===== src/rtl/fetch_sequencer_if.sv =====
// Fetch sequencer bus bundle: instruction-memory request/response,
// decode-side instruction handshake and the control-flow redirect.
//   master : the fetch sequencer (drives requests and the instruction stream)
//   slave  : memory + decode + branch unit side
interface fetch_sequencer_if;
   logic        imem_req_valid;
   logic        imem_req_ready;
   logic [31:0] imem_req_addr;
   logic        imem_resp_valid;
   logic [31:0] imem_resp_data;
   logic        inst_valid;
   logic        inst_ready;
   logic [31:0] inst_data;
   logic [31:0] inst_pc;
   logic [31:0] inst_pc_seq;
   logic        redirect;
   logic [31:0] redirect_pc;

   modport master (
      output imem_req_valid, imem_req_addr,
      input  imem_req_ready, imem_resp_valid, imem_resp_data,
      output inst_valid, inst_data, inst_pc, inst_pc_seq,
      input  inst_ready, redirect, redirect_pc
   );

   modport slave (
      input  imem_req_valid, imem_req_addr,
      output imem_req_ready, imem_resp_valid, imem_resp_data,
      input  inst_valid, inst_data, inst_pc, inst_pc_seq,
      output inst_ready, redirect, redirect_pc
   );
endinterface


===== src/rtl/fetch_sequencer.sv =====
// Instruction-fetch controller. Owns the fetch PC, issues one word request
// at a time to instruction memory, buffers returned words in a 2-entry FIFO
// and hands them to decode. A redirect flushes the FIFO, reloads the PC and
// discards any response still in flight.
// Ports:
//   clk, rst_n : clock, asynchronous active-low reset
//   bus        : fetch_sequencer_if.master (imem request/response, inst
//                stream to decode, redirect)
module fetch_sequencer #(
   parameter logic [31:0] RESET_PC = 32'h0000_0000
) (
   input  logic                       clk,
   input  logic                       rst_n,
   fetch_sequencer_if.master          bus
);

   localparam int unsigned DEPTH = 2;
   localparam int unsigned CNT_W = 2;

   typedef enum logic [1:0] {
      S_REQ  = 2'd0,
      S_WAIT = 2'd1,
      S_DROP = 2'd2
   } state_t;

   state_t             state_q, state_d;
   logic [31:0]        fetch_pc_q, fetch_pc_d;
   logic [31:0]        req_pc_q;
   logic               req_valid_q, req_valid_d;
   logic [CNT_W-1:0]   count_q, count_d;
   logic               rd_ptr_q, rd_ptr_d;
   logic               wr_ptr_q, wr_ptr_d;
   logic [31:0]        data_q [DEPTH];
   logic [31:0]        pc_q   [DEPTH];

   logic               accept_c;
   logic               pop_c;
   logic               push_c;
   logic [31:0]        redir_pc_c;

   assign accept_c   = req_valid_q & bus.imem_req_ready;
   assign pop_c      = (count_q != '0) & bus.inst_ready;
   assign redir_pc_c = {bus.redirect_pc[31:2], 2'b00};

   // State register: FSM, PC, FIFO occupancy and the registered request valid
   always_ff @(posedge clk or negedge rst_n) begin
      if (!rst_n) begin
         state_q     <= S_REQ;
         fetch_pc_q  <= RESET_PC;
         req_valid_q <= 1'b0;
         count_q     <= '0;
         rd_ptr_q    <= 1'b0;
         wr_ptr_q    <= 1'b0;
      end else begin
         state_q     <= state_d;
         fetch_pc_q  <= fetch_pc_d;
         req_valid_q <= req_valid_d;
         count_q     <= count_d;
         rd_ptr_q    <= rd_ptr_d;
         wr_ptr_q    <= wr_ptr_d;
      end
   end

   // Next-state logic; redirect overrides every PC/FIFO update last
   always_comb begin
      state_d     = state_q;
      fetch_pc_d  = fetch_pc_q;
      count_d     = count_q;
      rd_ptr_d    = rd_ptr_q;
      wr_ptr_d    = wr_ptr_q;
      push_c      = 1'b0;
      req_valid_d = 1'b0;

      case (state_q)
         S_REQ: begin
            if (accept_c) begin
               fetch_pc_d = fetch_pc_q + 32'd4;
               state_d    = bus.redirect ? S_DROP : S_WAIT;
            end
         end
         S_WAIT: begin
            if (bus.imem_resp_valid) begin
               push_c  = ~bus.redirect;
               state_d = S_REQ;
            end else if (bus.redirect) begin
               state_d = S_DROP;
            end
         end
         S_DROP: begin
            if (bus.imem_resp_valid) begin
               state_d = S_REQ;
            end
         end
         default: state_d = S_REQ;
      endcase

      if (push_c) begin
         wr_ptr_d = ~wr_ptr_q;
      end
      if (pop_c) begin
         rd_ptr_d = ~rd_ptr_q;
      end
      case ({push_c, pop_c})
         2'b10:   count_d = count_q + CNT_W'(1);
         2'b01:   count_d = count_q - CNT_W'(1);
         default: count_d = count_q;
      endcase

      if (bus.redirect) begin
         fetch_pc_d = redir_pc_c;
         count_d    = '0;
         rd_ptr_d   = 1'b0;
         wr_ptr_d   = 1'b0;
      end

      // Registered so the request never depends combinationally on an input
      req_valid_d = (state_d == S_REQ) && (count_d < CNT_W'(DEPTH));
   end

   // PC of the outstanding request and FIFO storage
   always_ff @(posedge clk or negedge rst_n) begin
      if (!rst_n) begin
         req_pc_q  <= '0;
         data_q[0] <= '0;
         data_q[1] <= '0;
         pc_q[0]   <= '0;
         pc_q[1]   <= '0;
      end else begin
         if (accept_c) begin
            req_pc_q <= fetch_pc_q;
         end
         if (push_c) begin
            data_q[wr_ptr_q] <= bus.imem_resp_data;
            pc_q[wr_ptr_q]   <= req_pc_q;
         end
      end
   end

   assign bus.imem_req_valid = req_valid_q;
   assign bus.imem_req_addr  = fetch_pc_q;
   assign bus.inst_valid     = (count_q != '0);
   assign bus.inst_data      = data_q[rd_ptr_q];
   assign bus.inst_pc        = pc_q[rd_ptr_q];
   assign bus.inst_pc_seq    = pc_q[rd_ptr_q] + 32'd4;

endmodule


===== src/flat_wrapper.sv =====
// flat-port wrapper written by rule: the top's interface ports become plain ports
module fetch_sequencer_flat 
#(
   parameter logic [31:0] RESET_PC = 32'h0000_0000
)
  (clk, rst_n, bus_imem_req_valid, bus_imem_req_addr, bus_imem_req_ready, bus_imem_resp_valid, bus_imem_resp_data, bus_inst_valid, bus_inst_data, bus_inst_pc, bus_inst_pc_seq, bus_inst_ready, bus_redirect, bus_redirect_pc);
  fetch_sequencer_if bus_i ();
  input  logic clk;
  input  logic rst_n;
  output wire logic [$bits(bus_i.imem_req_valid)-1:0] bus_imem_req_valid;
  output wire logic [$bits(bus_i.imem_req_addr)-1:0] bus_imem_req_addr;
  input wire logic [$bits(bus_i.imem_req_ready)-1:0] bus_imem_req_ready;
  input wire logic [$bits(bus_i.imem_resp_valid)-1:0] bus_imem_resp_valid;
  input wire logic [$bits(bus_i.imem_resp_data)-1:0] bus_imem_resp_data;
  output wire logic [$bits(bus_i.inst_valid)-1:0] bus_inst_valid;
  output wire logic [$bits(bus_i.inst_data)-1:0] bus_inst_data;
  output wire logic [$bits(bus_i.inst_pc)-1:0] bus_inst_pc;
  output wire logic [$bits(bus_i.inst_pc_seq)-1:0] bus_inst_pc_seq;
  input wire logic [$bits(bus_i.inst_ready)-1:0] bus_inst_ready;
  input wire logic [$bits(bus_i.redirect)-1:0] bus_redirect;
  input wire logic [$bits(bus_i.redirect_pc)-1:0] bus_redirect_pc;
  assign bus_imem_req_valid = bus_i.imem_req_valid;
  assign bus_imem_req_addr = bus_i.imem_req_addr;
  assign bus_i.imem_req_ready = bus_imem_req_ready;
  assign bus_i.imem_resp_valid = bus_imem_resp_valid;
  assign bus_i.imem_resp_data = bus_imem_resp_data;
  assign bus_inst_valid = bus_i.inst_valid;
  assign bus_inst_data = bus_i.inst_data;
  assign bus_inst_pc = bus_i.inst_pc;
  assign bus_inst_pc_seq = bus_i.inst_pc_seq;
  assign bus_i.inst_ready = bus_inst_ready;
  assign bus_i.redirect = bus_redirect;
  assign bus_i.redirect_pc = bus_redirect_pc;
  fetch_sequencer #(.RESET_PC(RESET_PC)) u_core (.clk(clk), .rst_n(rst_n), .bus(bus_i));
endmodule

===== config.mk =====
export PLATFORM = sky130hd
export DESIGN_NAME = fetch_sequencer_flat
export DESIGN_NICKNAME = d
export VERILOG_FILES = /design/src/rtl/fetch_sequencer_if.sv /design/src/rtl/fetch_sequencer.sv /design/src/flat_wrapper.sv
export SDC_FILE = /design/constraint.sdc
export NUM_CORES = 1
export LEC_CHECK = 0
export BUFFER_PORTS_ARGS = -buffer_cell sky130_fd_sc_hd__buf_2
export CORE_MARGIN = 3
export CORE_UTILIZATION = 55
export CTS_CLUSTER_SIZE = 25
export DETAILED_ROUTE_END_ITERATION = 7
export GPL_TIMING_DRIVEN = 0
export PLACE_DENSITY = 0.81
export SLEW_MARGIN = 40
export SYNTH_ARGS = -nofsm -noshare
export SYNTH_HDL_FRONTEND = slang
export SYNTH_SLANG_ARGS = --single-unit

===== constraint.sdc =====
create_clock -name clk -period 3.4 [get_ports clk]
set_input_delay 0.34 -clock clk [delete_from_list [all_inputs] [get_ports clk]]
set_output_delay 0.34 -clock clk [all_outputs]
set_load 0.02 [all_outputs]

==> results of run 1 <==
-- timing repair --
action	CTS	global route
pin swaps	4	1
gates resized for setup	16	1
endpoints found under the setup margin	15	10
hold buffers	1	0
buffers inserted	7	0
hold endpoints to repair	71	0
-- state kept, by name, summed over array words and instances, names as in the netlist --
register	count
u_core.data_q	64
u_core.pc_q	60
u_core.bus.imem_req_addr	30
u_core.req_pc_q	30
u_core.count_q	2
u_core.state_q	2
u_core.bus.imem_req_valid	1
u_core.rd_ptr_q	1
u_core.wr_ptr_q	1
-- worst reg2reg max path: stages (launching register included) --
cell and delay [ns]:
sky130_fd_sc_hd__dfrtp_1 0.43, sky130_fd_sc_hd__nor2b_1 0.20, sky130_fd_sc_hd__nand2_1 0.14, sky130_fd_sc_hd__nor3_2 0.62
sky130_fd_sc_hd__clkbuf_1 0.51, sky130_fd_sc_hd__mux2_2 0.40
-- where the power goes --
group	total, W	switching [W]	internal, W
Clock	0.00219	0.000860	0.00133
Sequential	0.00344	0.000520	0.00292
Combinational	0.00290	0.00161	0.00129
-- final cells by class --
cell class	count	area [um^2]
Clock inverter	13	209
Inverter	17	63.8
Clock buffer	19	443
Tap cell	216	270
Sequential cell	191	4780
Timing Repair Buffer	202	1120
Multi-Input combinational cell	510	4250
Buffer	40	199
Fill cell	1154	4780
-- cell usage in the layout, fill, tap and decap left out, types with 11 or more instances in the layout --
master	n
sky130_fd_sc_hd__buf_4	16
sky130_fd_sc_hd__dfrtp_1	191
sky130_fd_sc_hd__xnor2_1	39
sky130_fd_sc_hd__nand3_1	15
sky130_fd_sc_hd__mux2_2	199
sky130_fd_sc_hd__nand2_1	62
sky130_fd_sc_hd__xor2_1	20
sky130_fd_sc_hd__nor3_1	11
sky130_fd_sc_hd__a21oi_1	12
sky130_fd_sc_hd__nand4_1	16
sky130_fd_sc_hd__o21ai_0	38
sky130_fd_sc_hd__buf_2	196
sky130_fd_sc_hd__nor2_1	16
sky130_fd_sc_hd__clkbuf_1	21
sky130_fd_sc_hd__inv_1	17
sky130_fd_sc_hd__clkbuf_16	17
-- routing by layer --
layer | track usage, % | share of wire (%) | vias up
met5 | 0 | 0 | -
met4 | 7.22 | 1.6 | 0
met3 | 4.79 | 5.8 | 27
met2 | 39.9 | 48 | 218
met1 | 32.9 | 44 | 3328
li1 | - | - | 3116
-- cells by family (layout without fill, tap and decap cells) --
group / Yosys count / after routing / share of synthesized area, %
compound gates: 65 / 65 / 4.24
fa+ha+maj: 4 / 4 / 0.544
flops: 191 / 191 / 51.9
buf+inv: 60 / 291 / 2.94
mux: 210 / 210 / 25.5
simple gates: 165 / 165 / 9.07
other cells: 1 / 6 / 0.0407
xor+xnor: 60 / 60 / 5.71
-- final timing paths --
| path | from | to | cells past startpoint | slack (ns) |
|---|---|---|---|---|
| max reg2reg | u_core.state_q[0]$_DFF_PN0_ | u_core.pc_q[37]$_DFFE_PN0P_ | 5 | 0.98 |
| min | bus_redirect_pc[16] | u_core.bus.imem_req_addr[16]$_DFFE_PN0N_ | 3 | 0.11 |
| max in group asynchronous | rst_n | u_core.pc_q[51]$_DFFE_PN0P_ | 4 | 2.23 |
| min in group asynchronous | rst_n | u_core.data_q[23]$_DFFE_PN0P_ | 3 | 0.49 |
| min reg2reg | u_core.data_q[21]$_DFFE_PN0P_ | u_core.data_q[21]$_DFFE_PN0P_ | 1 | 0.50 |
| max | u_core.rd_ptr_q$_DFFE_PN0P_ | bus_inst_pc_seq[25] | 8 | 0.14 |
-- through the flow --
| stage | TNS [ns] | util, % | area [um^2] |
|---|---|---|---|
| final | 0 | 70.3 | 11300 |
| after global placement | -199.38 | 65.1 | 10500 |
| after CTS | 0 | 70.5 | 11400 |
| after floorplan | 0 | - | 9260 |
| after global routing | 0 | 70.3 | 11300 |
| after detailed placement | -4.90 | 65.7 | 10600 |
==> qor.json, run 1 <==
{
  "run_status": {
    "status": "finished, final reports clean"
  },
  "die": {
    "die_height_um": 135,
    "fp.coreArea_mm2": 0.0161,
    "initial_utilization_pct": 57.1,
    "ports": 200,
    "placementRows": 46,
    "die_area_mm2": 0.0183,
    "die_x_um": 135
  },
  "critical_path": {
    "critPathArrivalTime_ns": 2.92,
    "worstPathBufferInverterCount": 3,
    "crit_path_top_delay_cell": "sky130_fd_sc_hd__a222oi_1",
    "worst_path_largest_cell_delay_ns": 0.54,
    "critical_path.top_delay_family": "simple AND/OR/NAND/NOR gates",
    "critical_path_required_ns": 3.06,
    "crit_path_end_kind": "output port",
    "path_cells": "buf_6, nand3b_1, a222oi_1, buf_4, and3_1, nand4_1, xnor2_1, buf_2",
    "critPathLaunchType": "flip-flop",
    "critical_path.max_fanout": 10,
    "criticalPathCategory": "reg2out"
  },
  "clock_network": {
    "worst_setup_hold_path_clk_slew_ns": 0.07,
    "clock_latency_ns": 0.43,
    "cts-buffers-inserted": 17,
    "tritoncts": "built",
    "cts-root-to-sink-buffers": 2,
    "htree_levels": 4,
    "numClockSinks": 191,
    "clockRootBuffer": "sky130_fd_sc_hd__clkbuf_16"
  },
  "synthesis": {
    "synth-seq-cells": 191,
    "ys_top_cells_by_area": "sky130_fd_sc_hd__dfrtp_1 (52%), sky130_fd_sc_hd__mux2_2 (24%), sky130_fd_sc_hd__xnor2_1 (3.8%)",
    "synth_largest_area_cell": "sky130_fd_sc_hd__dfrtp_1",
    "synth-warning-count": 0,
    "ys_top_cells_by_count": "sky130_fd_sc_hd__mux2_2 (199), sky130_fd_sc_hd__dfrtp_1 (191), sky130_fd_sc_hd__nand2_1 (62)",
    "syn_area_mm2": 0.00921,
    "synth_edf_count": 0,
    "synth_largest_type_area_fraction_pct": 51.9,
    "sequential_area_share_after_synthesis_pct": 51.9,
    "synth_ff_type": "sky130_fd_sc_hd__dfrtp_1",
    "syn_area_per_cell_um2": 12.2,
    "syn-instance-count": 756,
    "most_numerous_cell_in_the_yosys_netlist": "sky130_fd_sc_hd__mux2_2",
    "synth-async-reset-ratio_pct": 100,
    "synth_cell_types": 43
  },
  "sta": {
    "fmaxAchievable_ghz": 0.306,
    "tightest_slew_ns": 0.788,
    "setup_slack_ns": 0.137,
    "whs_ns": 0.114,
    "report.final.slew_viol_count": 0,
    "worst_skew_ns": 0.0104,
    "setup_violations": 0,
    "period_minus_slack_ns": 3.26,
    "rsz0062_at_grt": "false",
    "fin_crit_sh_pct": 96.0,
    "slew-limit-headroom_pct": 47.2,
    "final_hold_violating_endpoints": 0
  },
  "route": {
    "route.detailed.drc": 0,
    "dr.pass1.iters": 5,
    "wire_per_inst_um": 18.0,
    "antenna_violating_nets_post_route": 0,
    "num_vias": 6689,
    "drt-initial-drc-count": 345,
    "wl_um": 21800,
    "drt-vias-per-instance": 5.54
  },
  "min_path": {
    "hold_class": "in2reg"
  },
  "finish": {
    "final_cell_count_no_fill": 1208,
    "finalNetCount": 1053,
    "final_antenna_diode_count": 0,
    "syn2layout_area_growth_pct": 23.1,
    "drive_above_1_share_pct": 46.6
  },
  "global_route": {
    "grt_start_max_net_pins": 74,
    "vias_in_the_first_global_route": 6619,
    "track_usage_pct": 24.3,
    "grt_first_pass_wirelength_um": 35200,
    "grt_overflow_total": 0,
    "antenna_found_initial": 0
  },
  "power": {
    "leakage_dissipation_nw": 5.50,
    "design_power_total_w": 0.00853,
    "power_per_cell_area_mw_per_mm2": 752,
    "peakVddDrop_mv": 0.402
  },
  "place": {
    "buffer_ports.inserted": 191,
    "placedCellCount": 1171,
    "pre_cts_slack_ns": -0.763,
    "detailedPlacementHpwl_um": 15900,
    "gp_congestion": 0.861
  },
  "flow_run": {
    "cap_violations": 0
  }
}
Note: power is estimated with default switching activity, not from simulation.
==> inputs of run 2 (changes only) <==
ABC_AREA = 1   (was default)
CORE_UTILIZATION = 56   (was 55)
==> run 2 against run 1 <==
Effect of this change: global-route usage up 3.5 points; final area is 3.2% higher; critical endpoint is now bus_inst_pc_seq[18]; core utilization down 1.0 points; sequential share of layout area decreased by 1.3 points; count of clock-buffer cells in the layout down 2; die area up 4.3%; highest routed layer unchanged; clock skew decreased by 0.0011 ns; total power up 2.8%; largest cell class unchanged; combinational power increased by 18%; non-clock buffer count rose by 12; sequential power about the same.
==> qor.json, run 2 <==
{
  "run_status": {
    "status": "finished, final reports clean"
  },
  "synthesis": {
    "synth_ff_type": "sky130_fd_sc_hd__dfrtp_1",
    "sequential_area_share_after_synthesis": {"value": 48.8, "unit": "%", "change": "-3.1 points"},
    "synth-warning-count": {"value": 0, "change": "unchanged"},
    "syn_area": {"value": 0.00980, "unit": "mm^2", "change": "+6.4%"},
    "synth_edf_count": {"value": 0, "change": "unchanged"},
    "syn-instance-count": {"value": 1328, "change": "+76%"},
    "synth-seq-cells": {"value": 191, "change": "unchanged"},
    "synth_largest_type_area_fraction": {"value": 48.8, "unit": "%", "change": "-3.1 points"},
    "ys_top_cells_by_area": "sky130_fd_sc_hd__dfrtp_1 (49%), sky130_fd_sc_hd__nand2_1 (20%), sky130_fd_sc_hd__o21ai_0 (8.6%)",
    "syn_area_per_cell": {"value": 7.38, "unit": "um^2", "change": "-39%"},
    "synth-async-reset-ratio": {"value": 100, "unit": "%", "change": "unchanged"},
    "most_numerous_cell_in_the_yosys_netlist": "sky130_fd_sc_hd__nand2_1",
    "synth_cell_types": {"value": 38, "change": "-12%"},
    "ys_top_cells_by_count": "sky130_fd_sc_hd__nand2_1 (528), sky130_fd_sc_hd__dfrtp_1 (191), sky130_fd_sc_hd__o21ai_0 (168)",
    "synth_largest_area_cell": "sky130_fd_sc_hd__dfrtp_1"
  },
  "die": {
    "fp.coreArea": {"value": 0.0169, "unit": "mm^2", "change": "+4.7%"},
    "initial_utilization": {"value": 58.0, "unit": "%", "change": "+0.93 points"},
    "die_area": {"value": 0.0191, "unit": "mm^2", "change": "+4.3%"},
    "placementRows": {"value": 47, "change": "+2.2%"},
    "ports": {"value": 200, "change": "unchanged"},
    "die_height": {"value": 138, "unit": "um", "change": "+2.1%"},
    "die_x": {"value": 138, "unit": "um", "change": "+2.1%"}
  },
  "clock_network": {
    "clockRootBuffer": "sky130_fd_sc_hd__clkbuf_16",
    "worst_setup_hold_path_clk_slew": {"value": 0.07, "unit": "ns", "change": "about the same"},
    "tritoncts": "built",
    "numClockSinks": {"value": 191, "change": "unchanged"},
    "post_cts.resized_instances": {"value": 0, "change": "-16"},
    "cts-root-to-sink-buffers": {"value": 2, "change": "unchanged"},
    "htree_levels": {"value": 4, "change": "unchanged"},
    "cts-buffers-inserted": {"value": 17, "change": "unchanged"},
    "clock_latency": {"value": 0.44, "unit": "ns", "change": "about the same"}
  },
  "critical_path": {
    "crit_path_end_kind": "output port",
    "crit_path_top_delay_cell": "sky130_fd_sc_hd__dfrtp_1",
    "critPathLaunchType": "flip-flop",
    "criticalPathCategory": "reg2out",
    "critPathArrivalTime": {"value": 2.62, "unit": "ns", "change": "-0.30 ns"},
    "worstPathBufferInverterCount": {"value": 4, "change": "+1"},
    "critical_path_required": {"value": 3.06, "unit": "ns", "change": "about the same"},
    "critical_path.max_fanout": {"value": 10, "change": "unchanged"},
    "critical_path.top_delay_family": "buffers and inverters",
    "worst_path_largest_cell_delay": {"value": 0.37, "unit": "ns", "change": "-0.17 ns"},
    "path_cells": "buf_6, nand2_1, o21ai_1, inv_1, ha_1, nand3_2, inv_1, nand2_1, nor2_1, xor2_1, buf_2"
  },
  "route": {
    "num_vias": {"value": 9464, "change": "+41%"},
    "drt-initial-drc-count": {"value": 684, "change": "+98%"},
    "wl": {"value": 26800, "unit": "um", "change": "+23%"},
    "drt-vias-per-instance": {"value": 5.32, "change": "-3.9%"},
    "route.detailed.drc": {"value": 0, "change": "unchanged"},
    "wire_per_inst": {"value": 15.1, "unit": "um", "change": "-16%"},
    "dr.pass1.iters": {"value": 5, "change": "unchanged"},
    "antenna_violating_nets_post_route": {"value": 0, "change": "unchanged"}
  },
  "sta": {
    "worst_skew": {"value": 0.00924, "unit": "ns", "change": "-0.00111 ns"},
    "period_minus_slack": {"value": 2.96, "unit": "ns", "change": "-0.305 ns"},
    "fmaxAchievable": {"value": 0.338, "unit": "GHz", "change": "+10%"},
    "tightest_slew": {"value": 0.603, "unit": "ns", "change": "-0.185 ns"},
    "setup_violations": {"value": 0, "change": "unchanged"},
    "rsz0062_at_grt": "false",
    "report.final.slew_viol_count": {"value": 0, "change": "unchanged"},
    "slew-limit-headroom": {"value": 59.8, "unit": "%", "change": "+13 points"},
    "timing.setup.tns": {"value": 0, "unit": "ns", "change": "unchanged"},
    "final_hold_violating_endpoints": {"value": 0, "change": "unchanged"},
    "fin_crit_sh": {"value": 87.0, "unit": "%", "change": "-9.0 points"}
  },
  "global_route": {
    "antenna_found_initial": {"value": 0, "change": "unchanged"},
    "grt_first_pass_wirelength": {"value": 43900, "unit": "um", "change": "+25%"},
    "vias_in_the_first_global_route": {"value": 8889, "change": "+34%"},
    "grt_overflow_total": {"value": 0, "change": "unchanged"},
    "grt_start_max_net_pins": {"value": 75, "change": "+1.4%"},
    "track_usage": {"value": 27.7, "unit": "%", "change": "+3.5 points"}
  },
  "flow_run": {
    "cap_violations": {"value": 0, "change": "unchanged"}
  },
  "finish": {
    "largestRegisters": "u_core.data_q: 64 flops, u_core.pc_q: 60 flops",
    "design_area": {"value": 0.0117, "unit": "mm^2", "change": "+3.2%"},
    "max_ffs_per_register": {"value": 64, "change": "unchanged"},
    "fin_util": {"value": 69.3, "unit": "%", "change": "-1.0 points"},
    "drive_above_1_share": {"value": 18.6, "unit": "%", "change": "-28 points"},
    "finalNetCount": {"value": 1620, "change": "+54%"},
    "max_flop_register": "u_core.data_q",
    "layout_commonest_cell": "sky130_fd_sc_hd__nand2_1",
    "mostFrequentLayoutCells": "sky130_fd_sc_hd__nand2_1 (528), sky130_fd_sc_hd__buf_2 (203), sky130_fd_sc_hd__dfrtp_1 (191), sky130_fd_sc_hd__o21ai_0 (168), sky130_fd_sc_hd__inv_1 (129)",
    "layout.filler_cells": {"value": 1375, "change": "+19%"},
    "syn2layout_area_growth_pct": 19.5,
    "final_antenna_diode_count": {"value": 0, "change": "unchanged"}
  },
  "min_path": {
    "hold_class": "in2reg"
  },
  "place": {
    "placement.cell_area": {"value": 0.0111, "unit": "mm^2", "change": "+5.0%"},
    "buffer_ports.inserted": {"value": 191, "change": "unchanged"},
    "gp_congestion": {"value": 0.969, "change": "+13%"},
    "detailedPlacementHpwl": {"value": 19800, "unit": "um", "change": "+25%"}
  },
  "power": {
    "leakage_dissipation": {"value": 6.15, "unit": "nW", "change": "+12%"},
    "peakVddDrop": {"value": 0.413, "unit": "mV", "change": "+2.7%"},
    "power_per_cell_area": {"value": 749, "unit": "mW/mm^2", "change": "-0.43%"}
  }
}
[run 2: worst min-delay path, cell delays in order]
cell and delay [ns]:
sky130_fd_sc_hd__buf_2 0.07, sky130_fd_sc_hd__nand2_1 0.04, sky130_fd_sc_hd__nand2_1 0.06
[run 2: logic make-up (layout without fill, tap and decap cells)]
| logic type | after synthesis | after routing | synth area share, % |
|---|---|---|---|
| AOI/OAI and AO/OA | 195 | 195 | 10.4 |
| buffers and inverters | 193 | 419 | 8.65 |
| xor gates and xnor gates | 22 | 22 | 1.97 |
| other | 1 | 6 | 0.0383 |
| and+or+nand+nor | 722 | 722 | 29.7 |
| DFF | 191 | 191 | 48.8 |
| adders and majority gates | 4 | 4 | 0.511 |
[run 2: cell type report]
cell class / count / area [um^2] / share of cell area (%)
repair buffers: 194 / 1030 / 8.81
plain buffers: 60 / 343 / 2.93
clock inverters: 15 / 155 / 1.33
clock buffers: 17 / 425 / 3.64
flip-flops and latches: 191 / 4780 / 40.8
inverters: 133 / 504 / 4.31
well taps: 220 / 275 / 2.35
multi-input cells: 949 / 4190 / 35.8
[run 2: where the power goes]
group	switching [W]	internal, W	leakage [nW]
combinational	0.00234	0.00107	3.39
sequential	0.000468	0.00296	2.49
clock	0.000951	0.000976	0.280
total	0.00376	0.00501	6.15
[run 2: per-stage QoR]
stage | total power (W) | instances | hold slack, ns | setup WS, ns
after CTS | 0.00878 | 1779 | 0.105 | 0.414
after floorplan | 0.00558 | 1333 | 0.0444 | 0.767
after detailed placement | 0.00683 | 1746 | 0.282 | 0.892
after global routing | 0.00932 | 1779 | 0.128 | 0.334
final | 0.00876 | 1779 | 0.119 | 0.442
after global placement | 0.00673 | 1744 | 0.459 | -1.00
[run 2: what timing repair did]
| action | CTS | global route |
|---|---|---|
| endpoints found under the hold margin | 54 | 0 |
| hold buffers | 1 | 0 |
| setup buffers | 0 | 0 |
| setup endpoints to repair | 0 | 0 |
[run 2: path summary, 6_finish.rpt]
| path | start | end | slack (ns) | cells after the start |
|---|---|---|---|---|
| worst min register to register | u_core.data_q[52]$_DFFE_PN0P_ | u_core.data_q[52]$_DFFE_PN0P_ | 0.49 | 2 |
| worst max register to register | u_core.bus.imem_req_valid$_DFF_PN0_ | u_core.bus.imem_req_addr[28]$_DFFE_PN0N_ | 1.39 | 10 |
| worst max-delay path | u_core.rd_ptr_q$_DFFE_PN0P_ | bus_inst_pc_seq[18] | 0.44 | 11 |
| min in group asynchronous | rst_n | u_core.data_q[8]$_DFFE_PN0P_ | 0.40 | 2 |
| max in group asynchronous | rst_n | u_core.bus.imem_req_addr[30]$_DFFE_PN0N_ | 1.94 | 4 |
| worst min-delay path | bus_redirect_pc[7] | u_core.bus.imem_req_addr[7]$_DFFE_PN0N_ | 0.12 | 3 |
[run 2: layer usage]
metal,GRT usage [%],part of all wire (%),up-vias
met1,39.3,43,4459
li1,-,-,4570
met5,0,0,-
met2,44.5,48,398
met4,8.58,1.5,0
met3,4.35,7.7,37
==> inputs of run 3 (changes only) <==
CAP_MARGIN = 10   (was default)
CORE_UTILIZATION = 50   (was 56)
PLACE_DENSITY = 0.74   (was 0.81)
==> run 3 against run 2 <==
Effect of this change: register-to-register slack improved by 0.05 ns; hold slack got worse by 0.019 ns; sequential share of layout area decreased by 0.16 points; final cell count increased by 2.2%; sequential cell count unchanged; wire length increased by 0.58%; setup slack got worse by 0.025 ns; via count decreased by 2.9%.
==> qor.json, run 3 (synthesized netlist as in run 2, its figures left out) <==
{
  "run_status": {
    "status": "finished, final reports clean"
  },
  "sta": {
    "worst_skew": {"value": 0.0118, "unit": "ns", "change": "+0.00260 ns"},
    "fin_crit_sh": {"value": 87.7, "unit": "%", "change": "+0.72 points"},
    "tightest_slew": {"value": 0.618, "unit": "ns", "change": "+0.0149 ns"},
    "slew-limit-headroom": {"value": 58.8, "unit": "%", "change": "-0.99 points"},
    "rsz0062_at_grt": "false",
    "final_hold_violating_endpoints": {"value": 0, "change": "unchanged"},
    "report.final.slew_viol_count": {"value": 0, "change": "unchanged"},
    "period_minus_slack": {"value": 2.98, "unit": "ns", "change": "+0.0245 ns"},
    "setup_slack": {"value": 0.418, "unit": "ns", "change": "-0.0245 ns"},
    "timing.setup.tns": {"value": 0, "unit": "ns", "change": "unchanged"},
    "fmaxAchievable": {"value": 0.335, "unit": "GHz", "change": "-0.82%"},
    "setup_violations": {"value": 0, "change": "unchanged"}
  },
  "global_route": {
    "grt_first_pass_wirelength": {"value": 44000, "unit": "um", "change": "+0.33%"},
    "grt_start_max_net_pins": {"value": 75, "change": "unchanged"},
    "track_usage": {"value": 25.3, "unit": "%", "change": "-2.5 points"},
    "vias_in_the_first_global_route": {"value": 8736, "change": "-1.7%"},
    "antenna_found_initial": {"value": 0, "change": "unchanged"},
    "grt_overflow_total": {"value": 0, "change": "unchanged"}
  },
  "place": {
    "pre_cts_slack": {"value": 0.828, "unit": "ns", "change": "-0.0647 ns"},
    "placedCellCount": {"value": 1786, "change": "+2.3%"},
    "gp_congestion": {"value": 0.933, "change": "-3.8%"},
    "buffer_ports.inserted": {"value": 191, "change": "unchanged"},
    "detailedPlacementHpwl": {"value": 20100, "unit": "um", "change": "+1.2%"}
  },
  "clock_network": {
    "worst_setup_hold_path_clk_slew": {"value": 0.07, "unit": "ns", "change": "about the same"},
    "clockRootBuffer": "sky130_fd_sc_hd__clkbuf_16",
    "clock_latency": {"value": 0.44, "unit": "ns", "change": "about the same"},
    "numClockSinks": {"value": 191, "change": "unchanged"},
    "tritoncts": "built",
    "htree_levels": {"value": 4, "change": "unchanged"},
    "cts-root-to-sink-buffers": {"value": 2, "change": "unchanged"},
    "cts-buffers-inserted": {"value": 17, "change": "unchanged"}
  },
  "finish": {
    "layout_commonest_cell": "sky130_fd_sc_hd__nand2_1",
    "mostFrequentLayoutCells": "sky130_fd_sc_hd__nand2_1 (528), sky130_fd_sc_hd__buf_2 (203), sky130_fd_sc_hd__dfrtp_1 (191), sky130_fd_sc_hd__o21ai_0 (168), sky130_fd_sc_hd__inv_1 (129)",
    "max_flop_register": "u_core.data_q",
    "finalNetCount": {"value": 1620, "change": "unchanged"},
    "drive_above_1_share": {"value": 18.6, "unit": "%", "change": "unchanged"},
    "max_ffs_per_register": {"value": 64, "change": "unchanged"},
    "regArea": {"value": 0.00478, "unit": "mm^2", "change": "unchanged"},
    "final_cell_count_no_fill": {"value": 1819, "change": "+2.2%"},
    "largestRegisters": "u_core.data_q: 64 flops, u_core.pc_q: 60 flops",
    "layout.filler_cells": {"value": 1754, "change": "+28%"},
    "area_of_combinational_cells_with_multiple_inputs": {"value": 0.00419, "unit": "mm^2", "change": "unchanged"},
    "syn2layout_area_growth_pct": 19.9,
    "final_antenna_diode_count": {"value": 0, "change": "unchanged"}
  },
  "min_path": {
    "hold_class": "in2reg",
    "worst_hold_path.num_cells": {"value": 3, "change": "unchanged"}
  },
  "critical_path": {
    "worst_path_largest_cell_delay": {"value": 0.37, "unit": "ns", "change": "about the same"},
    "critPathLaunchType": "flip-flop",
    "crit_path_end_kind": "output port",
    "worstPathBufferInverterCount": {"value": 4, "change": "unchanged"},
    "reg2reg_depth": {"value": 10, "change": "unchanged"},
    "critical_path.top_delay_family": "buffers and inverters",
    "critPathArrivalTime": {"value": 2.64, "unit": "ns", "change": "+0.02 ns"},
    "worst-r2r-setup-slack": {"value": 1.44, "unit": "ns", "change": "+0.05 ns"},
    "path_cells": "buf_6, nand2_1, o21ai_1, inv_1, ha_1, nand3_2, inv_1, nand2_1, nor2_1, xor2_1, buf_2",
    "critical_path.max_fanout": {"value": 10, "change": "unchanged"},
    "reg2reg_to": "u_core.bus.imem_req_addr[28]$_DFFE_PN0N_",
    "criticalPathCategory": "reg2out",
    "critical_path_required": {"value": 3.06, "unit": "ns", "change": "about the same"},
    "cp.depth": {"value": 11, "change": "unchanged"},
    "crit_path_top_delay_cell": "sky130_fd_sc_hd__dfrtp_1",
    "r2r_start": "u_core.bus.imem_req_valid$_DFF_PN0_",
    "crit_path_end": "bus_inst_pc_seq[18]",
    "worst_setup_path_startpoint": "u_core.rd_ptr_q$_DFFE_PN0P_"
  },
  "power": {
    "leakage_dissipation": {"value": 6.15, "unit": "nW", "change": "-0.11%"},
    "peakVddDrop": {"value": 0.551, "unit": "mV", "change": "+33%"},
    "power_per_cell_area": {"value": 746, "unit": "mW/mm^2", "change": "-0.32%"}
  },
  "die": {
    "initial_utilization": {"value": 51.7, "unit": "%", "change": "-6.4 points"},
    "die_height": {"value": 146, "unit": "um", "change": "+5.6%"},
    "die_x": {"value": 146, "unit": "um", "change": "+5.6%"},
    "die_area": {"value": 0.0213, "unit": "mm^2", "change": "+11%"},
    "fp.coreArea": {"value": 0.0190, "unit": "mm^2", "change": "+12%"},
    "placementRows": {"value": 50, "change": "+6.4%"},
    "ports": {"value": 200, "change": "unchanged"}
  },
  "route": {
    "antenna_violating_nets_post_route": {"value": 0, "change": "unchanged"},
    "dr.pass1.iters": {"value": 5, "change": "unchanged"},
    "wire_per_inst": {"value": 14.8, "unit": "um", "change": "-1.6%"},
    "drt-vias-per-instance": {"value": 5.05, "change": "-5.0%"},
    "wl": {"value": 27000, "unit": "um", "change": "+0.58%"},
    "drt-initial-drc-count": {"value": 738, "change": "+7.9%"},
    "num_vias": {"value": 9193, "change": "-2.9%"},
    "route.detailed.drc": {"value": 0, "change": "unchanged"}
  },
  "flow_run": {
    "cap_violations": {"value": 0, "change": "unchanged"}
  }
}
[run 3: changes by cell type in the layout (fill, tap and decap cells not counted)]
cell / previous run / this run
sky130_fd_sc_hd__clkinv_8: 3 / 0
sky130_fd_sc_hd__clkinvlp_4: 1 / 4
sky130_fd_sc_hd__clkinv_2: 0 / 1
sky130_fd_sc_hd__bufinv_16: 0 / 1
sky130_fd_sc_hd__inv_8: 1 / 3
sky130_fd_sc_hd__clkinv_4: 6 / 2
[run 3: area by class of cell]
cell class	instances	area share, %
sequential	191	40.7
multi-input combinational	949	35.7
timing repair buffer	194	8.78
inverter	133	4.29
clock buffer	17	3.62
buffer	60	2.92
tap	260	2.77
clock inverter	15	1.29
[run 3: worst min-delay path, stage by stage]
cell and delay, ns:
sky130_fd_sc_hd__buf_2 0.07, sky130_fd_sc_hd__nand2_1 0.04, sky130_fd_sc_hd__nand2_1 0.05
[run 3: routing by layer]
metal | routed length (um) | vias to the layer above | track usage [%]
met3 | 1650 | 35 | 4.76
li1 | - | 4562 | -
met2 | 12500 | 314 | 39.9
met1 | 12400 | 4282 | 36.2
met4 | 411 | 0 | 6.68
met5 | 0 | - | 0
[run 3: worst min path at each step]
| stage | startpoint | end | slack, ns |
|---|---|---|---|
| floorplan | rst_n | u_core.bus.imem_req_addr[10]$_DFFE_PN0N_ | 0.04 |
| global placement | u_core.pc_q[63]$_DFFE_PN0P_ | u_core.pc_q[63]$_DFFE_PN0P_ | 0.46 |
| detailed placement | rst_n | u_core.data_q[36]$_DFFE_PN0P_ | 0.28 |
| CTS | bus_redirect_pc[7] | u_core.bus.imem_req_addr[7]$_DFFE_PN0N_ | 0.09 |
| global route | bus_redirect_pc[8] | u_core.bus.imem_req_addr[8]$_DFFE_PN0N_ | 0.13 |
| finish | bus_redirect_pc[7] | u_core.bus.imem_req_addr[7]$_DFFE_PN0N_ | 0.1 |
[run 3: what timing repair did]
action / CTS / global route
buffers inserted: 0 / 0
hold endpoints to repair: 51 / 0
hold buffers: 1 / 0
endpoints found under the setup margin: 0 / 0
gates resized for setup: 0 / 0
[run 3: power by group]
part	switching, W	internal (W)	total [W]
combinational	0.00232	0.00107	0.00338
sequential	0.000462	0.00296	0.00343
clock	0.000925	0.00103	0.00196
total	0.00371	0.00506	0.00877
[run 3: per-stage QoR]
stage | hold WS [ns] | power [W] | cell area [um^2] | util (%)
3_5_place_dp | 0.275 | 0.00684 | 11200 | 58.9
4_1_cts | 0.0887 | 0.00881 | 11700 | 62.0
5_1_grt | 0.130 | 0.00937 | 11700 | 62.0
3_3_place_gp | 0.460 | 0.00675 | 11100 | 58.5
6_report | 0.0995 | 0.00877 | 11700 | 62.0
2_1_floorplan | 0.0444 | 0.00558 | 9820 | -
